--- config.mk ---
export PLATFORM = sky130hd
export DESIGN_NAME = uart_frame_rx_parser
export DESIGN_NICKNAME = d
export VERILOG_FILES = /design/src/rtl/uart_frame_rx_parser.sv
export SDC_FILE = /design/constraint.sdc
export NUM_CORES = 1
export LEC_CHECK = 0
export CAP_MARGIN = 20
export CORE_ASPECT_RATIO = 0.6
export CORE_MARGIN = 1.5
export CORE_UTILIZATION = 60
export DETAILED_ROUTE_END_ITERATION = 6
export GPL_ROUTABILITY_DRIVEN = 0
export GPL_TIMING_DRIVEN = 0
export PLACE_DENSITY = 0.83
export SLEW_MARGIN = 0
export SYNTH_ARGS = -nofsm -noshare
export SYNTH_HDL_FRONTEND = slang
export SYNTH_SLANG_ARGS = --single-unit
export TNS_END_PERCENT = 10
--- constraint.sdc ---
create_clock -name i_clk_100 -period 5.4 [get_ports i_clk_100]
set_clock_uncertainty 0.2 [all_clocks]
set_input_delay 1.08 -clock i_clk_100 [delete_from_list [all_inputs] [get_ports i_clk_100]]
set_output_delay 1.08 -clock i_clk_100 [all_outputs]
set_load 0.005 [all_outputs]
--- src/rtl/uart_frame_rx_parser.sv ---
// Frame parser AA|type|payload|xor|55: pulses/flags register one cycle after the deciding strobe, rd_data 1-cycle latency.
// No rx backpressure: bytes arriving in HOLD are dropped with o_err_ovr; FRAME_ACK_EN adds a valid/ready ack-byte channel.
module uart_frame_rx_parser #(
    parameter int           MAX_PAYLOAD = 32,
    parameter logic [127:0] LEN_TABLE   = 128'h0000_0000_0000_0000_0000_0001_0012_0500,
    parameter int           TOUT_CYC    = 30000,
    localparam int          AW          = (MAX_PAYLOAD > 1) ? $clog2(MAX_PAYLOAD) : 1
) (
    input  logic          i_clk_100,
    input  logic          i_rst_n,
    input  logic          i_rx_dv,
    input  logic [7:0]    i_rx_byte,
    output logic          o_frm_valid,
    output logic [3:0]    o_frm_type,
    output logic [3:0]    o_frm_flags,
    output logic [7:0]    o_frm_len,
    input  logic [AW-1:0] i_rd_addr,
    output logic [7:0]    o_rd_data,
    input  logic          i_frm_ack,
    output logic          o_busy,
    output logic          o_err_chk,
    output logic          o_err_ftr,
    output logic          o_err_type,
    output logic          o_err_tout,
    output logic          o_err_ovr,
    output logic [15:0]   o_frm_cnt
`ifdef FRAME_ACK_EN
    ,
    output logic          o_ack_dv,
    output logic [7:0]    o_ack_byte,
    input  logic          i_ack_rdy
`endif
);
    localparam int         TW  = $clog2(TOUT_CYC + 1);
    localparam logic [7:0] HDR = 8'hAA;
    localparam logic [7:0] FTR = 8'h55;

    typedef enum logic [2:0] {S_IDLE, S_TYPE, S_PAY, S_CHK, S_FTR, S_HOLD} state_t;

    state_t        state_q, state_d;
    logic [7:0]    acc_q, acc_d;
    logic [7:0]    idx_q, idx_d;
    logic [7:0]    len_q, len_d;
    logic [3:0]    type_q, type_d;
    logic [3:0]    flags_q, flags_d;
    logic [TW-1:0] tout_q, tout_d;
    logic [15:0]   cnt_q;
    logic [7:0]    rd_q;
    logic          valid_q, chk_q, ftr_q, etype_q, tout_err_q, ovr_q;
    logic          ev_ok, ev_chk, ev_ftr, ev_type, ev_tout, ev_ovr;
    logic          wr_en, running, len_ok;
    logic [7:0]    tbl_len;
    logic [7:0]    pay_mem [MAX_PAYLOAD];

    assign running = (state_q == S_TYPE) || (state_q == S_PAY) ||
                     (state_q == S_CHK)  || (state_q == S_FTR);
    assign tbl_len = LEN_TABLE[{i_rx_byte[3:0], 3'b000} +: 8];
    assign len_ok  = (tbl_len != 8'd0) && (int'(tbl_len) <= MAX_PAYLOAD);

    always_ff @(posedge i_clk_100 or negedge i_rst_n) begin
        if (!i_rst_n) begin
            state_q    <= S_IDLE;
            acc_q      <= '0;
            idx_q      <= '0;
            len_q      <= '0;
            type_q     <= '0;
            flags_q    <= '0;
            tout_q     <= '0;
            cnt_q      <= '0;
            rd_q       <= '0;
            valid_q    <= 1'b0;
            chk_q      <= 1'b0;
            ftr_q      <= 1'b0;
            etype_q    <= 1'b0;
            tout_err_q <= 1'b0;
            ovr_q      <= 1'b0;
        end else begin
            state_q    <= state_d;
            acc_q      <= acc_d;
            idx_q      <= idx_d;
            len_q      <= len_d;
            type_q     <= type_d;
            flags_q    <= flags_d;
            tout_q     <= tout_d;
            rd_q       <= pay_mem[i_rd_addr];
            valid_q    <= ev_ok;
            chk_q      <= ev_chk;
            ftr_q      <= ev_ftr;
            etype_q    <= ev_type;
            tout_err_q <= ev_tout;
            ovr_q      <= ev_ovr;
            if (ev_ok) cnt_q <= cnt_q + 16'd1;
        end
    end

    always_ff @(posedge i_clk_100) begin
        if (wr_en) pay_mem[idx_q[AW-1:0]] <= i_rx_byte;
    end

    always_comb begin
        state_d = state_q;
        acc_d   = acc_q;
        idx_d   = idx_q;
        len_d   = len_q;
        type_d  = type_q;
        flags_d = flags_q;
        tout_d  = '0;
        wr_en   = 1'b0;
        ev_ok   = 1'b0;
        ev_chk  = 1'b0;
        ev_ftr  = 1'b0;
        ev_type = 1'b0;
        ev_tout = 1'b0;
        ev_ovr  = 1'b0;
        if (running && !i_rx_dv) tout_d = tout_q + TW'(1);
        case (state_q)
            S_IDLE: if (i_rx_dv && i_rx_byte == HDR) begin
                state_d = S_TYPE;
                acc_d   = HDR;
            end
            S_TYPE: if (i_rx_dv) begin
                if (len_ok) begin
                    state_d = S_PAY;
                    acc_d   = acc_q ^ i_rx_byte;
                    type_d  = i_rx_byte[3:0];
                    flags_d = i_rx_byte[7:4];
                    len_d   = tbl_len;
                    idx_d   = '0;
                end else begin
                    state_d = S_IDLE;
                    ev_type = 1'b1;
                end
            end
            S_PAY: if (i_rx_dv) begin
                wr_en = 1'b1;
                acc_d = acc_q ^ i_rx_byte;
                idx_d = idx_q + 8'd1;
                if (idx_q == len_q - 8'd1) state_d = S_CHK;
            end
            S_CHK: if (i_rx_dv) begin
                if (i_rx_byte == acc_q) begin
                    state_d = S_FTR;
                end else begin
                    state_d = S_IDLE;
                    ev_chk  = 1'b1;
                end
            end
            S_FTR: if (i_rx_dv) begin
                state_d = (i_rx_byte == FTR) ? S_HOLD : S_IDLE;
                ev_ok   = (i_rx_byte == FTR);
                ev_ftr  = (i_rx_byte != FTR);
            end
            S_HOLD: begin
                ev_ovr = i_rx_dv;
                if (i_frm_ack) state_d = S_IDLE;
            end
            default: state_d = S_IDLE;
        endcase
        // Counter is cleared by each strobe, so the pulse lands TOUT_CYC cycles after the last strobe cycle.
        if (running && !i_rx_dv && tout_q == TW'(TOUT_CYC - 2)) begin
            state_d = S_IDLE;
            ev_tout = 1'b1;
            tout_d  = '0;
        end
    end

    always_comb begin
        o_busy      = (state_q != S_IDLE);
        o_frm_valid = valid_q;
        o_frm_type  = type_q;
        o_frm_flags = flags_q;
        o_frm_len   = len_q;
        o_rd_data   = rd_q;
        o_err_chk   = chk_q;
        o_err_ftr   = ftr_q;
        o_err_type  = etype_q;
        o_err_tout  = tout_err_q;
        o_err_ovr   = ovr_q;
        o_frm_cnt   = cnt_q;
    end

`ifdef FRAME_ACK_EN
    logic       ack_dv_q;
    logic [7:0] ack_byte_q;

    // A fresh event overwrites a pending, unaccepted ack byte.
    always_ff @(posedge i_clk_100 or negedge i_rst_n) begin
        if (!i_rst_n) begin
            ack_dv_q   <= 1'b0;
            ack_byte_q <= '0;
        end else if (ev_ok || ev_chk || ev_ftr) begin
            ack_dv_q   <= 1'b1;
            ack_byte_q <= ev_ok ? 8'hEE : 8'hFF;
        end else if (ack_dv_q && i_ack_rdy) begin
            ack_dv_q   <= 1'b0;
        end
    end

    assign o_ack_dv   = ack_dv_q;
    assign o_ack_byte = ack_byte_q;
`endif

endmodule

==> summary.md <==
| Metric | Value |
|---|---|
| Synth Instances | `780` |
| Clk_lat worst skew | `0.55 ns` |
| Placed Area | `14700 sq um` |
| Routed Antenna Nets | `0` |
| FILL cells | `1377` |
| Pins over their slew limit | `0` |
| Pwr per Cell Area | `342 nW/um^2` |
| Kind of critical path | `in2reg` |
| Vias | `7673` |
| GR Layer Usage met1 | `0.441` |
| Register Area | `9560 sq um` |
| H-tree Lvls | `1` |
| Die Y | `120 um` |
| Synth Area in Compound Gates | `0.0270` |
| Total track usage | `0.272` |
| Grt ovf | `0` |
| Max Fclk | `262 MHz` |
| Worst-margin pin slew | `1.11 ns` |
| Post-layout util | `0.707` |
| Hold buffers post-CTS | `0` |
| CTS Sinks | `331` |
| FF+latch count, synth | `331` |
| Post-synthesis sequential area ratio | `0.704` |
| Worst-path fanout max | `24` |
| Largest family of logic cells by synthesized area | `multiplexers` |
| Setup-failing EPs final | `0` |
| Initial antenna violation count | `3` |
| Root buffer cell | `clkbuf_16` |
| Max_cap viols | `0` |
| Number of iterations in the first detailed-routing pass | `5` |
| Leak Pwr | `5.34 nW` |
| YS warnings | `0` |
| Setup tns final | `0 ns` |
| Outcome | `finished, final reports clean` |
| Area delta synth->final | `15.1%` |
| Synth Area in Adders | `0.00829` |
| CTS Buf Count | `29` |
| Synth cell count leaders | `256 x edfxtp_1, 80 x mux4_2, 75 x dfrtp_1` |
| XOR/XNOR Fraction of Synth Area | `0.0271` |
| Met3 track utilization from global routing | `0.0486` |
| Vias in the first global route | `7595` |
| Final number of hold-violating endpoints | `0` |
| Core area | `22100 sq um` |
| Asr flop ratio synth | `0.227` |
| Ports | `64` |
| Worst IR drop on VDD | `0.000324 V` |
| Hold Crit Class | `in2async` |
| Drc violations | `0` |
| Worst Hold Margin | `0.215 ns` |
| Post-synth top area share | `0.566` |
| Post-CTS setup buffers | `0` |
| Largest area contributor in the netlist | `edfxtp_1` |
| EDFF count, synth | `256` |
| # nets final | `902` |
| Placement Rows | `42` |
| CP Capture Type | `flip-flop` |
| Post-synthesis simple-gate area fraction | `0.0749` |
| Wire per inst | `25.2 um` |
| Count of distinct cell types in the synthesized netlist | `56` |
| Most used DFF post-synth | `edfxtp_1` |
| Busiest metal layer after global routing | `met1` |
| Die area | `23600 sq um` |
| First-pass GRT wire length | `46900 um` |
| Relative slew slack | `0.254` |
| Post-synthesis cell area | `13600 sq um` |
| Multi-input logic area | `3790 sq um` |
| Syn_area_per_cell | `17.4 sq um` |
| Deepest clock path buffer count | `3` |
| Period utilization | `0.707` |
| Unrepaired setup endpoints after global routing | `no` |
| CTS resizes | `0` |
| CTS tree | `yes` |
| PortBufs | `54` |
| Hpwl dp | `19200 um` |
| CP Data Required Time | `5.64 ns` |
| Clock transition at path regs | `0.07 ns` |
| Count leader, synth | `edfxtp_1` |
| Worst setup SP type | `input port` |
| Worst EP arrival | `4.05 ns` |
| Pin count of the biggest net entering global routing | `56` |
| Starting Density | `0.614` |
| Grt met2 use | `0.398` |
| Min Clock Period, post-route | `3.82 ns` |
| Proportion of layout cells with a drive suffix above 1 | `0.189` |
| Mux contribution to synthesized area | `0.141` |
| Routed Wire Length | `30500 um` |
| Post-route cell area | `15600 sq um` |
| Avg Vias per Cell | `6.36` |
| Die outline width | `197 um` |
| Starting DRT DRC Count | `944` |
| Synth top area cells | `edfxtp_1 57%, dfrtp_1 14%, mux4_2 13%` |
per-stage QoR:
| stage | setup WS [ns] | total power, W | std cells |
|---|---|---|---|
| 2_1_floorplan | 2.25 | 0.00318 | 783 |
| 3_3_place_gp | 0.342 | 0.00334 | 1145 |
| 3_5_place_dp | 0.546 | 0.00337 | 1152 |
| 4_1_cts | 1.09 | 0.00537 | 1205 |
| 5_1_grt | 1.39 | 0.00552 | 1206 |
| 6_report | 1.58 | 0.00536 | 1207 |
worst max-delay path, stage by stage:
cell and delay (ns):
clkdlybuf4s50_1 0.66, buf_16 0.29, buf_6 0.15, and4bb_2 0.29, nand2_1 0.16, nor4_1 0.98
nand4_1 0.24, xnor2_1 0.17
final timing paths:
| check | depth (start not counted) | endpoint | slack, ns | start |
|---|---|---|---|---|
| max in group asynchronous | 2 | o_rd_data[2] | 4.20 | i_rst_n |
| hold reg to reg | 1 | o_frm_type[3] | 0.29 | o_frm_type[3] |
| setup reg to reg | 4 | pay_mem[12][7] | 2.42 | state_q[2] |
| setup / recovery | 8 | o_frm_cnt[15] | 1.58 | i_rx_byte[1] |
| min in group i_clk_100 | 1 | o_frm_type[3] | 0.29 | o_frm_type[3] |
| hold / removal | 1 | o_frm_valid | 0.22 | i_rst_n |
cell type report:
class,instances,area share
flip-flops and latches,331,0.611
multi-input cells,404,0.242
clock buffers,37,0.0483
repair buffers,62,0.0472
well taps,308,0.0246
plain buffers,39,0.0134
clock inverters,16,0.0104
inverters,9,0.00216
diodes,1,0.000160
cell usage in the layout (no fill, tap or decap), drive strengths merged, types with 10 or more instances in the layout:
master,count
a21oi,11
inv,10
nand2,55
nand3,17
dfrtp,75
xnor2,17
buf,29
mux4,80
mux2,10
nor2,66
clkdlybuf4s50,52
clkbuf,57
o21ai,17
edfxtp,256
xor2,25
power by group:
group          internal [W]  switching (W)  leakage (nW)
Sequential          0.00281      0.0000617          3.29
Combinational      0.000197       0.000269          1.60
Clock               0.00113       0.000888         0.445
sequential cells by signal, indices dropped and copies added, names as in the netlist:
register,count
o_frm_cnt,16
o_err_ftr,1
idx_q,8
o_frm_flags,4
acc_q,8
tout_q,15
o_frm_type,4
state_q,3
o_frm_valid,1
pay_mem,256
o_err_chk,1
o_err_type,1
o_rd_data,8
o_frm_len,3
o_err_ovr,1
o_err_tout,1
routing by layer:
metal / part of all wire / vias up
met4: 0.018 / 0
met3: 0.10 / 56
met2: 0.45 / 438
met1: 0.43 / 3938
li1: - / 3241
met5: 0 / -
cell families after synthesis:
logic type      Yosys count
other cells               1
buf+inv                  48
compound gates           53
mux                      90
xor+xnor                 42
simple gates            206
fa+ha+maj                 9
flops                   331
(Power assumes the default switching activity.)
